$ cat config.mk
export PLATFORM = sky130hd
export DESIGN_NAME = muldiv_sequencer
export DESIGN_NICKNAME = d
export VERILOG_FILES = /design/src/rtl/muldiv_sequencer.sv
export SDC_FILE = /design/constraint.sdc
export NUM_CORES = 1
export LEC_CHECK = 0
export ABC_AREA = 1
export CORE_ASPECT_RATIO = 1.4
export CORE_UTILIZATION = 45
export CTS_CLUSTER_SIZE = 8
export DETAILED_ROUTE_END_ITERATION = 10
export GPL_TIMING_DRIVEN = 0
export PLACE_DENSITY = 0.62
export SLEW_MARGIN = 25
export SYNTH_ARGS = -nofsm -noshare
export SYNTH_HDL_FRONTEND = slang
export SYNTH_SLANG_ARGS = --single-unit
$ cat constraint.sdc
create_clock -name clk -period 11 [get_ports clk]
set_input_delay 2.2 -clock clk [delete_from_list [all_inputs] [get_ports clk]]
set_output_delay 2.2 -clock clk [all_outputs]
set_load 0.02 [all_outputs]
$ cat src/rtl/muldiv_sequencer.sv
// muldiv_sequencer: HI/LO multiply/divide unit.
// Multiplication is radix-2 shift-add and division is restoring division,
// one bit per cycle. Signed operations iterate on operand magnitudes, and a
// single FIX cycle applies the signs before HI/LO are written.
// MTHI/MTLO write a register directly and complete in one cycle.
module muldiv_sequencer (
    input  logic        clk,
    input  logic        reset,
    input  logic        start,
    input  logic [2:0]  op,
    input  logic [31:0] a,
    input  logic [31:0] b,
    output logic        busy,
    output logic        done,
    output logic        div_by_zero,
    output logic [31:0] hi,
    output logic [31:0] lo
);

    localparam logic [2:0] OP_MULT  = 3'b000;
    localparam logic [2:0] OP_MULTU = 3'b001;
    localparam logic [2:0] OP_DIV   = 3'b010;
    localparam logic [2:0] OP_DIVU  = 3'b011;
    localparam logic [2:0] OP_MTHI  = 3'b100;
    localparam logic [2:0] OP_MTLO  = 3'b101;

    localparam logic [5:0] LAST_ITER = 6'd31;

    typedef enum logic [1:0] {
        S_IDLE = 2'd0,
        S_MUL  = 2'd1,
        S_DIV  = 2'd2,
        S_FIX  = 2'd3
    } state_t;

    // Two's-complement negation helpers used for magnitudes and sign fix-up.
    function automatic logic [31:0] neg32(input logic [31:0] v);
        logic signed [31:0] sv;
        sv = $signed(v);
        return $unsigned(-sv);
    endfunction

    function automatic logic [63:0] neg64(input logic [63:0] v);
        logic signed [63:0] sv;
        sv = $signed(v);
        return $unsigned(-sv);
    endfunction

    // Magnitude of an operand; only negative when the op is signed.
    function automatic logic [31:0] mag32(input logic [31:0] v, input logic is_neg);
        return is_neg ? neg32(v) : v;
    endfunction

    // Architectural and control state
    state_t      state_q, state_d;
    logic [5:0]  cnt_q, cnt_d;
    logic [2:0]  op_q, op_d;
    logic        busy_q, busy_d;
    logic        done_q, done_d;
    logic        dbz_q, dbz_d;
    logic [31:0] hi_q, hi_d;
    logic [31:0] lo_q, lo_d;

    // Captured operands: magnitudes plus the original sign bits
    logic [31:0] a_mag_q, a_mag_d;
    logic [31:0] b_mag_q, b_mag_d;
    logic        a_neg_q, a_neg_d;
    logic        b_neg_q, b_neg_d;

    // Datapath working registers
    logic [63:0] acc_q, acc_d;   // multiply: {running upper sum, remaining multiplier}
    logic [31:0] rem_q, rem_d;   // divide: partial remainder (always < divisor)
    logic [31:0] quo_q, quo_d;   // divide: dividend bits shifting out, quotient bits in

    // Combinational temporaries
    logic        in_signed;
    logic        in_a_neg;
    logic        in_b_neg;
    logic [32:0] mul_sum;
    logic [32:0] div_part;
    logic [32:0] div_diff;
    logic        div_fits;
    logic        fix_is_mul;
    logic [63:0] fix_prod;

    // Next-state, datapath step and output register computation.
    always_comb begin
        state_d    = state_q;
        cnt_d      = cnt_q;
        op_d       = op_q;
        busy_d     = busy_q;
        done_d     = 1'b0;
        dbz_d      = 1'b0;
        hi_d       = hi_q;
        lo_d       = lo_q;
        a_mag_d    = a_mag_q;
        b_mag_d    = b_mag_q;
        a_neg_d    = a_neg_q;
        b_neg_d    = b_neg_q;
        acc_d      = acc_q;
        rem_d      = rem_q;
        quo_d      = quo_q;

        in_signed  = (op == OP_MULT) || (op == OP_DIV);
        in_a_neg   = in_signed & a[31];
        in_b_neg   = in_signed & b[31];

        mul_sum    = {1'b0, acc_q[63:32]} + (acc_q[0] ? {1'b0, a_mag_q} : 33'd0);

        // The shifted partial remainder needs 33 bits before the trial subtract.
        div_part   = {rem_q, quo_q[31]};
        div_diff   = div_part - {1'b0, b_mag_q};
        div_fits   = (div_part >= {1'b0, b_mag_q});

        fix_is_mul = (op_q == OP_MULT) || (op_q == OP_MULTU);
        fix_prod   = (a_neg_q ^ b_neg_q) ? neg64(acc_q) : acc_q;

        case (state_q)
            S_IDLE: begin
                if (start) begin
                    case (op)
                        OP_MULT, OP_MULTU: begin
                            op_d    = op;
                            a_neg_d = in_a_neg;
                            b_neg_d = in_b_neg;
                            a_mag_d = mag32(a, in_a_neg);
                            b_mag_d = mag32(b, in_b_neg);
                            acc_d   = {32'd0, mag32(b, in_b_neg)};
                            cnt_d   = 6'd0;
                            busy_d  = 1'b1;
                            state_d = S_MUL;
                        end
                        OP_DIV, OP_DIVU: begin
                            if (b == 32'd0) begin
                                // Divide by zero: flag it, leave HI/LO alone.
                                done_d = 1'b1;
                                dbz_d  = 1'b1;
                            end else begin
                                op_d    = op;
                                a_neg_d = in_a_neg;
                                b_neg_d = in_b_neg;
                                a_mag_d = mag32(a, in_a_neg);
                                b_mag_d = mag32(b, in_b_neg);
                                rem_d   = 32'd0;
                                quo_d   = mag32(a, in_a_neg);
                                cnt_d   = 6'd0;
                                busy_d  = 1'b1;
                                state_d = S_DIV;
                            end
                        end
                        OP_MTHI: begin
                            hi_d   = a;
                            done_d = 1'b1;
                        end
                        OP_MTLO: begin
                            lo_d   = a;
                            done_d = 1'b1;
                        end
                        default: begin
                            // Reserved encodings are ignored.
                        end
                    endcase
                end
            end

            S_MUL: begin
                // Add the multiplicand when the current multiplier bit is set,
                // then shift the whole accumulator right by one.
                acc_d = {mul_sum, acc_q[31:1]};
                cnt_d = cnt_q + 6'd1;
                if (cnt_q == LAST_ITER) begin
                    state_d = S_FIX;
                end
            end

            S_DIV: begin
                // Restoring step: keep the subtraction only if it does not go negative.
                if (div_fits) begin
                    rem_d = div_diff[31:0];
                    quo_d = {quo_q[30:0], 1'b1};
                end else begin
                    rem_d = div_part[31:0];
                    quo_d = {quo_q[30:0], 1'b0};
                end
                cnt_d = cnt_q + 6'd1;
                if (cnt_q == LAST_ITER) begin
                    state_d = S_FIX;
                end
            end

            S_FIX: begin
                if (fix_is_mul) begin
                    hi_d = fix_prod[63:32];
                    lo_d = fix_prod[31:0];
                end else begin
                    // Quotient sign follows the operand signs; remainder follows the dividend.
                    lo_d = (a_neg_q ^ b_neg_q) ? neg32(quo_q) : quo_q;
                    hi_d = a_neg_q ? neg32(rem_q) : rem_q;
                end
                busy_d  = 1'b0;
                done_d  = 1'b1;
                state_d = S_IDLE;
            end

            default: begin
                state_d = S_IDLE;
                busy_d  = 1'b0;
            end
        endcase
    end

    // State register: asynchronous reset returns every flop to zero / IDLE.
    always_ff @(posedge clk or posedge reset) begin
        if (reset) begin
            state_q <= S_IDLE;
            cnt_q   <= 6'd0;
            op_q    <= 3'd0;
            busy_q  <= 1'b0;
            done_q  <= 1'b0;
            dbz_q   <= 1'b0;
            hi_q    <= 32'd0;
            lo_q    <= 32'd0;
            a_mag_q <= 32'd0;
            b_mag_q <= 32'd0;
            a_neg_q <= 1'b0;
            b_neg_q <= 1'b0;
            acc_q   <= 64'd0;
            rem_q   <= 32'd0;
            quo_q   <= 32'd0;
        end else begin
            state_q <= state_d;
            cnt_q   <= cnt_d;
            op_q    <= op_d;
            busy_q  <= busy_d;
            done_q  <= done_d;
            dbz_q   <= dbz_d;
            hi_q    <= hi_d;
            lo_q    <= lo_d;
            a_mag_q <= a_mag_d;
            b_mag_q <= b_mag_d;
            a_neg_q <= a_neg_d;
            b_neg_q <= b_neg_d;
            acc_q   <= acc_d;
            rem_q   <= rem_d;
            quo_q   <= quo_d;
        end
    end

    assign busy        = busy_q;
    assign done        = done_q;
    assign div_by_zero = dbz_q;
    assign hi          = hi_q;
    assign lo          = lo_q;

endmodule

==> results of run 1 <==
## report_power, final
| group | internal (mW) | switching (mW) | total, mW |
|---|---|---|---|
| sequential | 1.36 | 0.326 | 1.69 |
| clock | 0.651 | 0.480 | 1.13 |
| combinational | 1.32 | 3.32 | 4.64 |
| total | 3.33 | 4.13 | 7.46 |
## flip-flops by register name (all words and copies together) (netlist names)
register and cells:
b_mag_q 32, b_neg_q 1, busy 1, state_q 2, cnt_q 6, quo_q 32, a_neg_q 1, hi 32
done 1, op_q 2, div_by_zero 1, lo 32, acc_q 64, a_mag_q 32, rem_q 32
## final timing paths
check / cells after the start / slack, ns / end
setup / recovery: 11 / 6.13 / b_neg_q$_DFFE_PP0P_
hold / removal: 2 / 0.48 / a_mag_q[7]$_DFFE_PP0P_
setup reg to reg: 6 / 7.60 / lo[15]$_DFFE_PP0P_
hold reg to reg: 2 / 0.48 / a_mag_q[7]$_DFFE_PP0P_
max in group asynchronous: 4 / 7.92 / rem_q[0]$_DFFE_PP0P_
min in group asynchronous: 3 / 2.17 / lo[8]$_DFFE_PP0P_
## kinds of logic (layout without fill, tap and decap cells)
logic type / Yosys count / in the layout / synth area share [%]
compound gates: 644 / 644 / 16.17
xor+xnor: 71 / 71 / 2.831
fa+ha+maj: 80 / 80 / 4.625
buf+inv: 517 / 701 / 9.780
flops: 271 / 271 / 30.87
other cells: 0 / 3 / 0
simple gates: 1869 / 1869 / 35.72
## stage by stage
step                setup TNS (ns)  cells  utilization [%]
finish                           0   4269            52.52
floorplan                        0   3452                -
global placement           -566.84   4218            50.10
CTS                              0   4266            52.50
global route                     0   4266            52.50
detailed placement               0   4221            50.30
## critical path, delay by kind of cell
| kind | cells | cell delay (ns) |
|---|---|---|
| buf+inv | 3 | 1.57 |
| compound gates | 2 | 0.30 |
| simple gates | 5 | 0.93 |
| fa+ha+maj | 1 | 0.24 |
## routing by layer
metal	wire, um	GRT usage, %	up-vias
li1	-	-	11640
met1	37590	46.34	11760
met2	50390	72.02	1244
met3	7315	6.732	383
met4	12640	41.91	0
met5	0	0	-
## layout by cell type, fill, tap and decap left out, types with 10 or more instances in the layout
master	synthesis	final
a21o_1	13	13
a21oi_1	226	226
a31oi_1	19	19
buf_2	40	40
buf_4	10	10
buf_6	16	16
clkbuf_1	48	50
clkbuf_16	0	40
clkdlybuf4s50_1	0	136
dfrtp_1	271	271
ha_1	78	78
inv_1	383	382
inv_2	18	18
nand2_1	987	987
nand2_2	12	12
nand3_1	282	282
nand4_1	56	56
nor2_1	441	441
nor2_2	17	17
nor3_1	27	27
o211ai_1	25	25
o21ai_0	209	208
o21ai_1	60	60
o221ai_1	17	17
o22ai_1	41	41
or2_2	10	10
xnor2_1	17	17
xor2_1	54	54
## final cells by class
cell class	count	area [um^2]	area share (%)
Buffer	114	635.6	2.514
Multi-Input combinational cell	2664	13050	51.60
Tap cell	630	788.3	3.118
Clock buffer	43	1022	4.043
Timing Repair Buffer	139	1444	5.711
Sequential cell	271	6782	26.82
Antenna cell	3	7.507	0.02969
Clock inverter	2	37.54	0.1485
Inverter	403	1520	6.013
==> results by group, run 1 <==
Status
  – Status: finished clean

Clocking
  – CTS buffer count: 40
  – Post-CTS sizing: 0
  – Post-CTS Setup Inserts: 0
  – Max clock buf depth: 3
  – H-tree Lvls: 2
  – Sinks on Clock Net: 271
  – CTS Root Cell: clkbuf_16
  – CTS tree: built
  – Reg clk slew, reported paths: ~0.050 ns
  – Clock Latency Late Sink: around 0.57 ns
  – Hold Buf Count CTS: 0

Drt
  – Total number of vias: between 20000 and 30000
  – Detail Route Antenna Nets: 0
  – Routed wire length: 107900 um
  – Remaining DRCs: 0
  – Number of DRC markers in iteration 0: 2865
  – Vias per inst: around 5.9
  – WL/cell: ~25 um
  – DR pass1 iterations: 8

STA
  – FMAX: about 210 MHz
  – Worst Tran Pin Value: approximately 1.1 ns
  – Worst Skew: around 0.028 ns
  – Slew Viols, Final: 0
  – Setup ws final: around 6.1 ns
  – Final Hold Fails: 0
  – Slew HR: 24.26%
  – Fin crit share: ~44%
  – Hold Slack: slightly below 0.5 ns
  – RSZ-0062 raised after global routing: false
  – Fin crit period: 4.873 ns
  – Endpoints failing setup: 0

Layout
  – Area grow syn2layout: 15.09%
  – Design area: between 20000 and 30000 um^2
  – Layout cell share with drive strength beyond 1: 5.281%
  – FILL cells: approximately 5000
  – Final nets: between 3000 and 4000

Synthesis
  – Distinct cells, synth: 51
  – Average cell area after synthesis: ~6.4 um^2
  – Syn_nets: between 3000 and 4000
  – YS warnings: 0
  – Synth area leaders: dfrtp_1, nand2_1, nor2_1, inv_1, nand3_1
  – Post-synth EDFFs: 0
  – Dominant cell type by area after synthesis: dfrtp_1
  – Post-synthesis cell count: ~3500
  – Ys async rst share: 100.0%
  – Most frequent cells after synthesis: nand2_1, nor2_1, inv_1, nand3_1, dfrtp_1
  – Top-count cell post-synth: nand2_1
  – Top FF cell, synth: dfrtp_1
  – #FFs+latches synth: 271
  – Top-area cell type share of the netlist area: 30.87%
  – Mapped cell area: 21970 um^2
  – Post-synthesis sequential area ratio: a little under a third

Global routing
  – First-pass GRT wire length: 156900 um
  – GR Util All Layers: between 40% and 50%
  – Largest net degree at the start of global routing: 97
  – Global route overflow: 0
  – Antenna violations before repair: 4
  – Vias in the first global route: 24300

Worst setup path
  – Crit-path cells: clkdlybuf4s50_1 > inv_1 > ha_1 > nand4_2 > nor2_4 > nand2_2 > nor2_4 > o21ai_2 > nand2_4 > clkbuf_1 > o21ai_0
  – CP Launch Type: primary input
  – Crit Path Class: in2reg
  – Worst r2r src: op_q[2]$_DFFE_PP0P_
  – Crit path from: b[0]
  – CP most frequent cell: nor2_4
  – Crit Path Max Fanout: 10
  – Critical path data arrival time: between 5 and 6 ns
  – Critical-path top delay cell: clkbuf_1
  – Crit path required time: 11.39 ns
  – Crit end category: flip-flop
  – Max stage delay on crit path: around 0.85 ns

Floorplanning
  – Die Ht: between 200 and 300 um
  – Die area: 49720 um^2
  – IO Pins: around 140
  – Die W: ~190 um
  – Core region area: 48140 um^2
  – Row cnt: between 90 and 100
  – Starting Density: around 46%

Run
  – Max Cap Viol: 0

Placed design
  – DP Area: about 24000 um^2
  – Dpl ws: between 5 and 6 ns
  – Placer congestion estimate: about 1.1
  – Input/output buffers: between 100 and 150
  – Post-detail-place hpwl: roughly 88000 um

Worst hold path
  – Hold wc startpoint: a_mag_q[7]$_DFFE_PP0P_
  – Worst hold path type: reg2reg

Pwr
  – VDD IR-drop max: between 0.00015 and 0.0002 V
  – Power Total: 7.458 mW
  – LEAKAGE: about 13 nW
  – Power per cell area: between 200 and 300 nW/um^2
No activity file was read; power rests on OpenSTA's default activity.
==> inputs of run 2 (changes only) <==
- PLACE_DENSITY: 0.62 -> 0.65
- clock period: 11 -> 4.1 ns (I/O delays scaled with it)
==> run 2 against run 1 <==
Against the previous run:
- global-route usage is 2.7 points lower
- flip-flop and latch count stayed put
- combinational power grew to 2.6 times the previous value
- hold slack hardly changed
- clock power grew to 2.8 times the previous value
- sequential power grew to 2.7 times the previous value
- die area stayed put
- first-iteration DRC count is 20% lower
- clock-buffer cell count is 3 higher
==> results by group, run 2 (same netlist as run 1, synthesis figures left out) <==
Global routing
  – GR Util All Layers: 40.66% (-2.7 points)
  – Antenna violations before repair: 4 (unchanged)
  – Largest net degree at the start of global routing: 32 (-67%)
  – First-pass GRT wire length: 148600 um (-5.3%)
  – Vias in the first global route: 23650 (-2.7%)
  – Global route overflow: 0 (unchanged)

Clocking
  – Post-CTS Setup Inserts: 0 (unchanged)
  – Hold Buf Count CTS: 0 (unchanged)
  – Clock Latency Late Sink: 0.59 ns (+0.02 ns)
  – Reg clk slew, reported paths: 0.05 ns (about the same)
  – Sinks on Clock Net: 271 (unchanged)
  – Max clock buf depth: 3 (unchanged)
  – Post-CTS sizing: 0 (unchanged)
  – CTS buffer count: 40 (unchanged)
  – H-tree Lvls: 2 (unchanged)
  – CTS Root Cell: clkbuf_16
  – CTS tree: built

STA
  – Worst Skew: 0.02643 ns (-0.001713 ns)
  – Slew HR: 27.25% (+3.0 points)
  – Endpoints failing setup: 0 (unchanged)
  – RSZ-0062 raised after global routing: false
  – Fin crit share: 86.16%
  – FMAX: about 280 MHz
  – Final Hold Fails: 0 (unchanged)
  – Worst Tran Pin Value: 1.080 ns (-0.05197 ns)
  – Slew Viols, Final: 0 (unchanged)
  – Setup ws final: 0.5675 ns (-5.560 ns)
  – Fin crit period: roughly 3.5 ns
  – Fin Setup TNS: 0 ns (unchanged)

Run
  – Max Cap Viol: 0 (unchanged)

Layout
  – Max reg flops: 64 (unchanged)
  – Final nets: 3790 (+0.19%)
  – FILL cells: 5141 (+3.6%)
  – Layout cell share with drive strength beyond 1: 5.511% (+0.23 points)
  – Area grow syn2layout: 15.85%
  – Multi-input logic area: 13040 um^2 (about the same)
  – Register area: 6782 um^2 (unchanged)
  – Most common cell after layout, fill and taps aside: nand2_1
  – Layout Utilization: 52.87% (+0.35 points)
  – Layout Cells excl Fill: 4280 (+0.26%)
  – Most frequent cells in the layout: nand2_1, nor2_1, inv_1
  – Top reg by flops: acc_q

Drt
  – Remaining DRCs: 0 (unchanged)
  – WL/cell: 23.73 um (-6.2%)
  – Number of DRC markers in iteration 0: 2306 (-20%)
  – Total number of vias: 24540 (-1.9%)
  – Routed wire length: 101500 um (-5.9%)
  – Detail Route Antenna Nets: 0 (unchanged)
  – DR pass1 iterations: 6 (-2)
  – Vias per inst: 5.733 (-2.2%)

Pwr
  – Clock Power Share: 15.8% (+0.6 points)
  – Power per cell area: 781.3 nW/um^2 (+160%)
  – P_sw: 10.89 mW (+160%)
  – LEAKAGE: 12.72 nW (+0.64%)
  – Net Sw Frac: 54.75% (-0.59 points)
  – VDD IR-drop max: 0.0005574 V (+190%)
  – Internal Power: 8.997 mW (+170%)
  – Sequential Power Share: 23.2% (+0.6 points)
  – Comb power frac: 61.1% (-1.1 points)

Worst setup path
  – Critical path data arrival time: 3.98 ns (-1.28 ns)
  – CP Launch Type: flip-flop
  – Crit Path Class: reg2reg
  – Reg2reg setup slack: 0.57 ns (-7.03 ns)
  – Crit path required time: 4.55 ns (-6.84 ns)
  – Crit end category: flip-flop
  – Crit Path Max Fanout: 4 (-6)

Placed design
  – Input/output buffers: 136 (unchanged)
  – Placed Cells: 4228 (+0.17%)
  – Post-detail-place hpwl: 83990 um (-4.9%)
  – Dpl ws: 0.2889 ns (-5.381 ns)
  – Placer congestion estimate: 1.109 (+1.3%)

Floorplanning
  – Die Ht: 263.4 um (unchanged)
  – IO Pins: 137 (unchanged)
  – Die W: 188.7 um (unchanged)
  – Die area: 49720 um^2 (unchanged)
  – Row cnt: 95 (unchanged)
  – Starting Density: 45.63% (unchanged)
  – Core region area: 48140 um^2 (unchanged)

Worst hold path
  – Worst hold path type: reg2reg

Status
  – Status: finished clean
==> run 2: final timing paths <==
path / startpoint / endpoint / depth (start not counted)
worst max-delay path: acc_q[1]$_DFFE_PP0P_ / lo[10]$_DFFE_PP0P_ / 10
worst min-delay path: a_mag_q[21]$_DFFE_PP0P_ / a_mag_q[21]$_DFFE_PP0P_ / 2
worst max register to register: acc_q[1]$_DFFE_PP0P_ / lo[10]$_DFFE_PP0P_ / 10
worst min register to register: a_mag_q[21]$_DFFE_PP0P_ / a_mag_q[21]$_DFFE_PP0P_ / 2
max in group asynchronous: reset / b_mag_q[8]$_DFFE_PP0P_ / 7
min in group asynchronous: reset / lo[14]$_DFFE_PP0P_ / 2
==> run 2: critical path, cell delays in order (launching register included) <==
cell	delay, ns
dfrtp_1	0.51
inv_1	0.26
ha_1	0.39
nand2_1	0.12
nor2_1	0.05
nand3_1	0.13
nand2_1	0.08
o21ai_0	0.84
o21ai_0	0.57
a21oi_1	0.33
o21ai_0	0.10
==> run 2: area by class of cell <==
class / instances / share of cell area (%)
multi-input combinational: 2664 / 51.25
sequential: 271 / 26.65
timing repair buffer: 146 / 6.195
inverter: 403 / 5.959
clock buffer: 46 / 4.140
tap: 630 / 3.097
buffer: 114 / 2.498
clock inverter: 3 / 0.1868
antenna: 3 / 0.02950
==> run 2: power by group through the flow <==
stage          Combinational, mW  Clock, mW  Sequential [mW]
2_1_floorplan               6.93          0             4.57
3_3_place_gp                11.7          0             4.58
3_5_place_dp                11.7          0             4.59
4_1_cts                     11.8       3.13             4.56
5_1_grt                     13.0       3.23             4.67
6_report                    12.1       3.14             4.61
==> run 2: stage by stage <==
stage,cell area [um^2],hold slack (ns),power [mW]
4_1_cts,25440,0.4817,19.45
6_report,25450,0.4832,19.88
3_5_place_dp,24340,0.4683,16.31
2_1_floorplan,21970,0.4489,11.50
5_1_grt,25440,0.5015,20.86
3_3_place_gp,24120,0.4652,16.24
==> run 2: per-layer routing <==
layer / track usage, % / routed length (um) / part of all wire [%]
met1: 45.05 / 36630 / 36
met2: 66.59 / 46940 / 46
met3: 5.706 / 6601 / 6.5
met4: 38.56 / 11360 / 11
met5: 0 / 0 / 0
